--- src/rtl/ex_mem_reg_pkg.sv ---
// ex_mem_reg_pkg
//   Shared definitions for the EX->MEM pipeline register: EX bundle width,
//   default memory bus widths and the data-memory request state type.
//   Ports: none (package).
package ex_mem_reg_pkg;

  localparam int unsigned EX_DATA_W  = 64;
  localparam int unsigned MEM_ADDR_W = 32;
  localparam int unsigned MEM_DATA_W = 32;

  typedef enum logic [1:0] {
    MEM_IDLE = 2'd0,
    MEM_REQ  = 2'd1,
    MEM_WAIT = 2'd2,
    MEM_DONE = 2'd3
  } mem_state_e;

  // State entered when the stage slot is (re)filled: a memory op needs a
  // request, anything else (or an empty slot) sits in IDLE.
  function automatic mem_state_e next_entry_state(input logic capture,
                                                  input logic mem_en);
    return (capture && mem_en) ? MEM_REQ : MEM_IDLE;
  endfunction

endpackage

--- src/rtl/ex_mem_reg_data_req_fsm.sv ---
// data_req_fsm
//   Data-memory request sequencer for the EX->MEM stage. Issues exactly one
//   request per captured memory op, waits for the response and buffers load
//   data if the downstream stage is stalled when the response arrives.
//   Ports:
//     clk, reset        clock, asynchronous active-low reset
//     capture           stage captures a new instruction this cycle
//     cap_mem_en        the instruction being captured accesses memory
//     leave             current entry moves downstream this cycle
//     data_addr_ok      request accepted by the bus
//     data_data_ok      response (read data / write ack) this cycle
//     data_rdata        read data, valid with data_data_ok
//     data_req          memory request (registered)
//     mem_done          memory access of the current entry has completed
//     mem_rdata         load data: live bus data in the response cycle,
//                       buffered copy afterwards
module data_req_fsm
  import ex_mem_reg_pkg::*;
#(
  parameter int unsigned DATA_W = MEM_DATA_W
) (
  input  logic              clk,
  input  logic              reset,
  input  logic              capture,
  input  logic              cap_mem_en,
  input  logic              leave,
  input  logic              data_addr_ok,
  input  logic              data_data_ok,
  input  logic [DATA_W-1:0] data_rdata,
  output logic              data_req,
  output logic              mem_done,
  output logic [DATA_W-1:0] mem_rdata
);

  mem_state_e        state;
  mem_state_e        entry_state;
  logic [DATA_W-1:0] rdata_buf;

  assign entry_state = next_entry_state(capture, cap_mem_en);

  always_ff @(posedge clk or negedge reset) begin
    if (!reset) begin
      state     <= MEM_IDLE;
      data_req  <= 1'b0;
      rdata_buf <= '0;
    end else begin
      case (state)
        MEM_IDLE: begin
          state    <= entry_state;
          data_req <= (entry_state == MEM_REQ);
        end
        MEM_REQ: begin
          // data_data_ok cannot arrive here: the bus leaves a gap after addr_ok.
          if (data_addr_ok) begin
            state    <= MEM_WAIT;
            data_req <= 1'b0;
          end
        end
        MEM_WAIT: begin
          if (data_data_ok) begin
            rdata_buf <= data_rdata;
            if (leave) begin
              state    <= entry_state;
              data_req <= (entry_state == MEM_REQ);
            end else begin
              state <= MEM_DONE;
            end
          end
        end
        MEM_DONE: begin
          if (leave) begin
            state    <= entry_state;
            data_req <= (entry_state == MEM_REQ);
          end
        end
        default: begin
          state    <= MEM_IDLE;
          data_req <= 1'b0;
        end
      endcase
    end
  end

  assign mem_done  = ((state == MEM_WAIT) && data_data_ok) || (state == MEM_DONE);
  // Only DONE needs the buffer; in the response cycle the bus data is forwarded.
  assign mem_rdata = (state == MEM_DONE) ? rdata_buf : data_rdata;

endmodule

--- src/rtl/ex_mem_reg.sv ---
// ex_mem_reg
//   EX->MEM pipeline register. Latches the EX result bundle and memory access
//   fields, runs the valid/allow_in handshake and holds the entry until any
//   load/store has completed on the data-memory bus.
//   Ports:
//     clk, reset                 clock, asynchronous active-low reset
//     ex_to_mem_reg_valid        upstream holds a valid instruction
//     ex_mem_reg_allow_in        this stage can accept this cycle
//     ex_data                    EX result bundle
//     ex_mem_en/wr/addr/wdata/wstrb  memory access fields from EX
//     mem_wb_reg_allow_in        downstream can accept
//     mem_to_wb_reg_valid        valid and ready_go toward mem_wb_reg
//     ex_mem_reg_data            latched EX bundle
//     mem_rdata                  load data for the current entry
//     data_req/wr/addr/wdata/wstrb   data-memory request, fields from latches
//     data_addr_ok/data_data_ok/data_rdata  data-memory bus responses
module ex_mem_reg
  import ex_mem_reg_pkg::*;
#(
  parameter int unsigned EX_W   = EX_DATA_W,
  parameter int unsigned ADDR_W = MEM_ADDR_W,
  parameter int unsigned DATA_W = MEM_DATA_W
) (
  input  logic                clk,
  input  logic                reset,
  input  logic                ex_to_mem_reg_valid,
  output logic                ex_mem_reg_allow_in,
  input  logic [EX_W-1:0]     ex_data,
  input  logic                ex_mem_en,
  input  logic                ex_mem_wr,
  input  logic [ADDR_W-1:0]   ex_mem_addr,
  input  logic [DATA_W-1:0]   ex_mem_wdata,
  input  logic [DATA_W/8-1:0] ex_mem_wstrb,
  input  logic                mem_wb_reg_allow_in,
  output logic                mem_to_wb_reg_valid,
  output logic [EX_W-1:0]     ex_mem_reg_data,
  output logic [DATA_W-1:0]   mem_rdata,
  output logic                data_req,
  output logic                data_wr,
  output logic [ADDR_W-1:0]   data_addr,
  output logic [DATA_W-1:0]   data_wdata,
  output logic [DATA_W/8-1:0] data_wstrb,
  input  logic                data_addr_ok,
  input  logic                data_data_ok,
  input  logic [DATA_W-1:0]   data_rdata
);

  logic                valid;
  logic                mem_en_q;
  logic                mem_done;
  logic                ready_go;
  logic                capture;
  logic                leave;
  logic [EX_W-1:0]     data_q;
  logic                wr_q;
  logic [ADDR_W-1:0]   addr_q;
  logic [DATA_W-1:0]   wdata_q;
  logic [DATA_W/8-1:0] wstrb_q;

  assign ready_go            = !mem_en_q || mem_done;
  assign ex_mem_reg_allow_in = !valid || (ready_go && mem_wb_reg_allow_in);
  assign capture             = ex_mem_reg_allow_in && ex_to_mem_reg_valid;
  assign leave               = valid && ready_go && mem_wb_reg_allow_in;
  assign mem_to_wb_reg_valid = valid && ready_go;

  always_ff @(posedge clk or negedge reset) begin
    if (!reset) begin
      valid    <= 1'b0;
      data_q   <= '0;
      mem_en_q <= 1'b0;
      wr_q     <= 1'b0;
      addr_q   <= '0;
      wdata_q  <= '0;
      wstrb_q  <= '0;
    end else begin
      // allow_in with no new instruction empties the slot (the entry left).
      if (ex_mem_reg_allow_in) begin
        valid <= ex_to_mem_reg_valid;
      end
      if (capture) begin
        data_q   <= ex_data;
        mem_en_q <= ex_mem_en;
        wr_q     <= ex_mem_wr;
        addr_q   <= ex_mem_addr;
        wdata_q  <= ex_mem_wdata;
        wstrb_q  <= ex_mem_wstrb;
      end
    end
  end

  data_req_fsm #(
    .DATA_W (DATA_W)
  ) u_fsm (
    .clk          (clk),
    .reset        (reset),
    .capture      (capture),
    .cap_mem_en   (ex_mem_en),
    .leave        (leave),
    .data_addr_ok (data_addr_ok),
    .data_data_ok (data_data_ok),
    .data_rdata   (data_rdata),
    .data_req     (data_req),
    .mem_done     (mem_done),
    .mem_rdata    (mem_rdata)
  );

  assign ex_mem_reg_data = data_q;
  assign data_wr         = wr_q;
  assign data_addr       = addr_q;
  assign data_wdata      = wdata_q;
  assign data_wstrb      = wstrb_q;

endmodule

--- config.mk ---
export PLATFORM = sky130hd
export DESIGN_NAME = ex_mem_reg
export DESIGN_NICKNAME = d
export VERILOG_FILES = /design/src/rtl/ex_mem_reg_pkg.sv /design/src/rtl/ex_mem_reg_data_req_fsm.sv /design/src/rtl/ex_mem_reg.sv
export SDC_FILE = /design/constraint.sdc
export NUM_CORES = 1
export LEC_CHECK = 0
export BUFFER_PORTS_ARGS = -buffer_cell sky130_fd_sc_hd__buf_2
export CAP_MARGIN = 0
export CORE_AREA = 2 2 131 133
export DETAILED_ROUTE_END_ITERATION = 7
export DIE_AREA = 0 0 133 135
export PLACE_DENSITY = 0.75
export SLEW_MARGIN = 10
export SYNTH_ARGS = -nofsm -noshare
export SYNTH_HDL_FRONTEND = slang
export SYNTH_SLANG_ARGS = --single-unit
--- constraint.sdc ---
create_clock -name clk -period 2.5 [get_ports clk]
set_input_delay 0.5 -clock clk [delete_from_list [all_inputs] [get_ports clk]]
set_output_delay 0.5 -clock clk [all_outputs]
set_load 0.03 [all_outputs]
==> results.yml <==
setup_path:
  regToRegSetupSlack_ps: 210
  critPathLaunch: "u_fsm.state[1]$_DFFE_PN0P_"
  r2r_start: "u_fsm.state[0]$_DFFE_PN0P_"
  slowest_stage: "dfrtp_1"
  crit_type: "reg2out"
  required_ps: 2000
  reg2reg_to: "ex_mem_reg_data[47]$_DFFE_PN0P_"
  worstPathArrival_ps: 1880
  cp-start-kind: "flip-flop"
  path_buf_inv: 2
  crit_chain: "ha_1, buf_4, mux2_2, buf_2"
  path_max_fanout: 17
  critical_path_depth: 4
  reg2reg_depth: 8
  critPathTopFamily: "buffers and inverters"
  end_kind: "output port"
  critical-path-max-stage-delay_ps: 400
  setup.worst_path.end: "mem_rdata[27]"
clock_tree:
  holdBufCountCts: 0
  ctsResizeCount: 0
  numCtsBuffers: 17
  cts_sinks: 170
  htreeDepth: 4
  cts.path.max_buffers: 2
  clk_pin_slew_ps: 70
  clock_latency_ps: 420
  ctsRootBufferMaster: "clkbuf_16"
  cts_tree: "built"
sta:
  drv_slew: 0
  hold_viol: 0
  slew_headroom: 0.651
  rsz0062_at_grt: "no"
  tightest_slew_ps: 524
  tns_ps: 0
  clock_skew_ps: 10.0
  final.min_clock_period_ps: 2380
  fin_hold_ws_ps: 36.8
  fmax_mhz: 420
  setup_viol: 0
  period_share: 0.953
pwr:
  power.density_nw_per_um2: 1370
  p_leak_uw: 0.00483
  vdd_ir_drop_max_mv: 0.883
global_route:
  grt_util_met2: 0.297
  antenna_found_initial: 2
  met3_usage: 0.0484
  grt-ovfl-total: 0
  grtUsageTotal: 0.178
  grt_pass1_vias: 4889
  busiest_layer: "met2"
  grt_max_degree: 75
  met1_usage: 0.215
  grt_pass1_wl_microns: 24800
die:
  initial_core_util: 0.433
  die_x_microns: 133
  fp.dieArea_sq_um: 18000
  pin_count: 340
  die_y_microns: 135
  core_area_sq_um: 16400
  num_rows: 47
logic_synthesis:
  synth_area_sq_um: 7100
  ys_seq_area_frac: 0.599
  synth_nets: 598
  yosys.area_share.simple: 0.0134
  synth_warnings: 0
  ys_seq_elements: 170
  synth_edf_count: 0
  async_flop_share: 1.00
  synth_compound_area_frac: 0.0113
  syn_inst: 423
  ys.flop_type: "dfrtp_1"
  synth-adder-area-share: 0.00528
  synth_top_family_by_area: "multiplexers"
  synthXorXnorAreaFrac: 0
  syn_area_per_cell_sq_um: 16.8
  synth_mux_area_frac: 0.347
  netlist-cell-type-count: 26
routing:
  drcViolationCount: 0
  viasPerCell: 4.74
  antenna_left: 0
  drt_iter0_markers: 127
  vias: 4741
  dr.pass1.iters: 4
  wl_per_cell_microns: 16.3
  wl_microns: 16400
run_status:
  status: "finished, final reports clean"
finish:
  finalInstanceArea_sq_um: 9620
  fin_nets: 943
  fill_cells: 1311
  final_common_cell: "buf_2"
  multi_input_area_sq_um: 2690
  area_growth_pct: 35.5
  seqCellArea_sq_um: 4250
  layout-drive-gt1-share: 0.740
  final_cell_mix: "buf_2, dfrtp_1, mux2_2"
placement:
  io_buffers: 339
  gp_congestion: 0.803
  dp_hpwl_microns: 12300
  placed_area_sq_um: 9050
flow_run:
  maxCapViolations: 0
worst_hold_path:
  hold_class: "in2async"
-- cell type report --
| type | instances | area share |
|---|---|---|
| Clock inverter | 10 | 0.0125 |
| Sequential cell | 170 | 0.442 |
| Multi-Input combinational cell | 228 | 0.279 |
| Inverter | 3 | 0.00117 |
| Clock buffer | 21 | 0.0458 |
| Antenna cell | 1 | 0.000260 |
| Tap cell | 220 | 0.0286 |
| Timing Repair Buffer | 348 | 0.190 |
-- sequential cells by signal, summed over array words and instances, names as in the netlist --
signal and flops:
ex_mem_reg_data 64, u_fsm.state 2, data_wdata 32, data_wr 1, data_addr 32, valid 1
mem_en_q 1, data_wstrb 4, u_fsm.data_req 1, u_fsm.rdata_buf 32
-- per-stage QoR --
| step | setup WS [ps] | std cells | total power (uW) | utilization |
|---|---|---|---|---|
| 2_1_floorplan | 566 | 423 | 8960 | - |
| 3_3_place_gp | 354 | 968 | 10600 | 0.552 |
| 3_5_place_dp | 317 | 968 | 10700 | 0.552 |
| 4_1_cts | 72.4 | 999 | 13300 | 0.586 |
| 5_1_grt | 29.3 | 1001 | 13800 | 0.587 |
| 6_report | 117 | 1001 | 13200 | 0.587 |
-- kinds of logic (layout without fill, tap and decap cells) --
group / count (synthesis) / after routing
AO/OA/AOI/OAI: 9 / 9
adder cells (fa/ha/maj): 3 / 3
buffers and inverters: 25 / 382
flip-flops: 170 / 170
multiplexers: 199 / 199
other: 0 / 1
AND/OR/NAND/NOR: 17 / 17
-- how the worst min path moves through the flow --
stage                                               start                              end  cells past startpoint
after global routing                                reset   u_fsm.rdata_buf[9]$_DFFE_PN0P_                      1
after global placement    u_fsm.rdata_buf[26]$_DFFE_PN0P_  u_fsm.rdata_buf[26]$_DFFE_PN0P_                      1
after detailed placement  ex_mem_reg_data[27]$_DFFE_PN0P_  ex_mem_reg_data[27]$_DFFE_PN0P_                      1
final                                               reset   u_fsm.rdata_buf[7]$_DFFE_PN0P_                      1
after CTS                                           reset   u_fsm.rdata_buf[7]$_DFFE_PN0P_                      1
after floorplan                                     reset         data_addr[0]$_DFFE_PN0P_                      0
-- timing repair --
item,CTS,global route
setup buffers,0,1
hold endpoints to repair,0,0
setup endpoints to repair,0,1
-- cells in the mapped netlist, types with 3 or more instances --
| master | count | area share |
|---|---|---|
| inv_1 | 3 | 0.0016 |
| mux2_2 | 139 | 0.22 |
| dfrtp_1 | 170 | 0.60 |
| mux2_4 | 60 | 0.13 |
| ha_1 | 3 | 0.0053 |
| nor2b_1 | 4 | 0.0035 |
| buf_2 | 7 | 0.0049 |
| buf_6 | 9 | 0.014 |
| clkbuf_1 | 5 | 0.0026 |
| nand2_1 | 7 | 0.0037 |
-- report_power, final --
group / leakage (uW) / internal, uW / switching, uW
Sequential: 0.00205 / 4070 / 676
Combinational: 0.00251 / 2360 / 3550
Clock: 0.000268 / 1470 / 1060
-- metal layers --
metal  wire, microns  part of all wire
met5               0                 0
met4             399             0.024
met3            1130             0.069
met2            8280              0.51
met1            6550              0.40
Power figures use the tool's default switching activity.
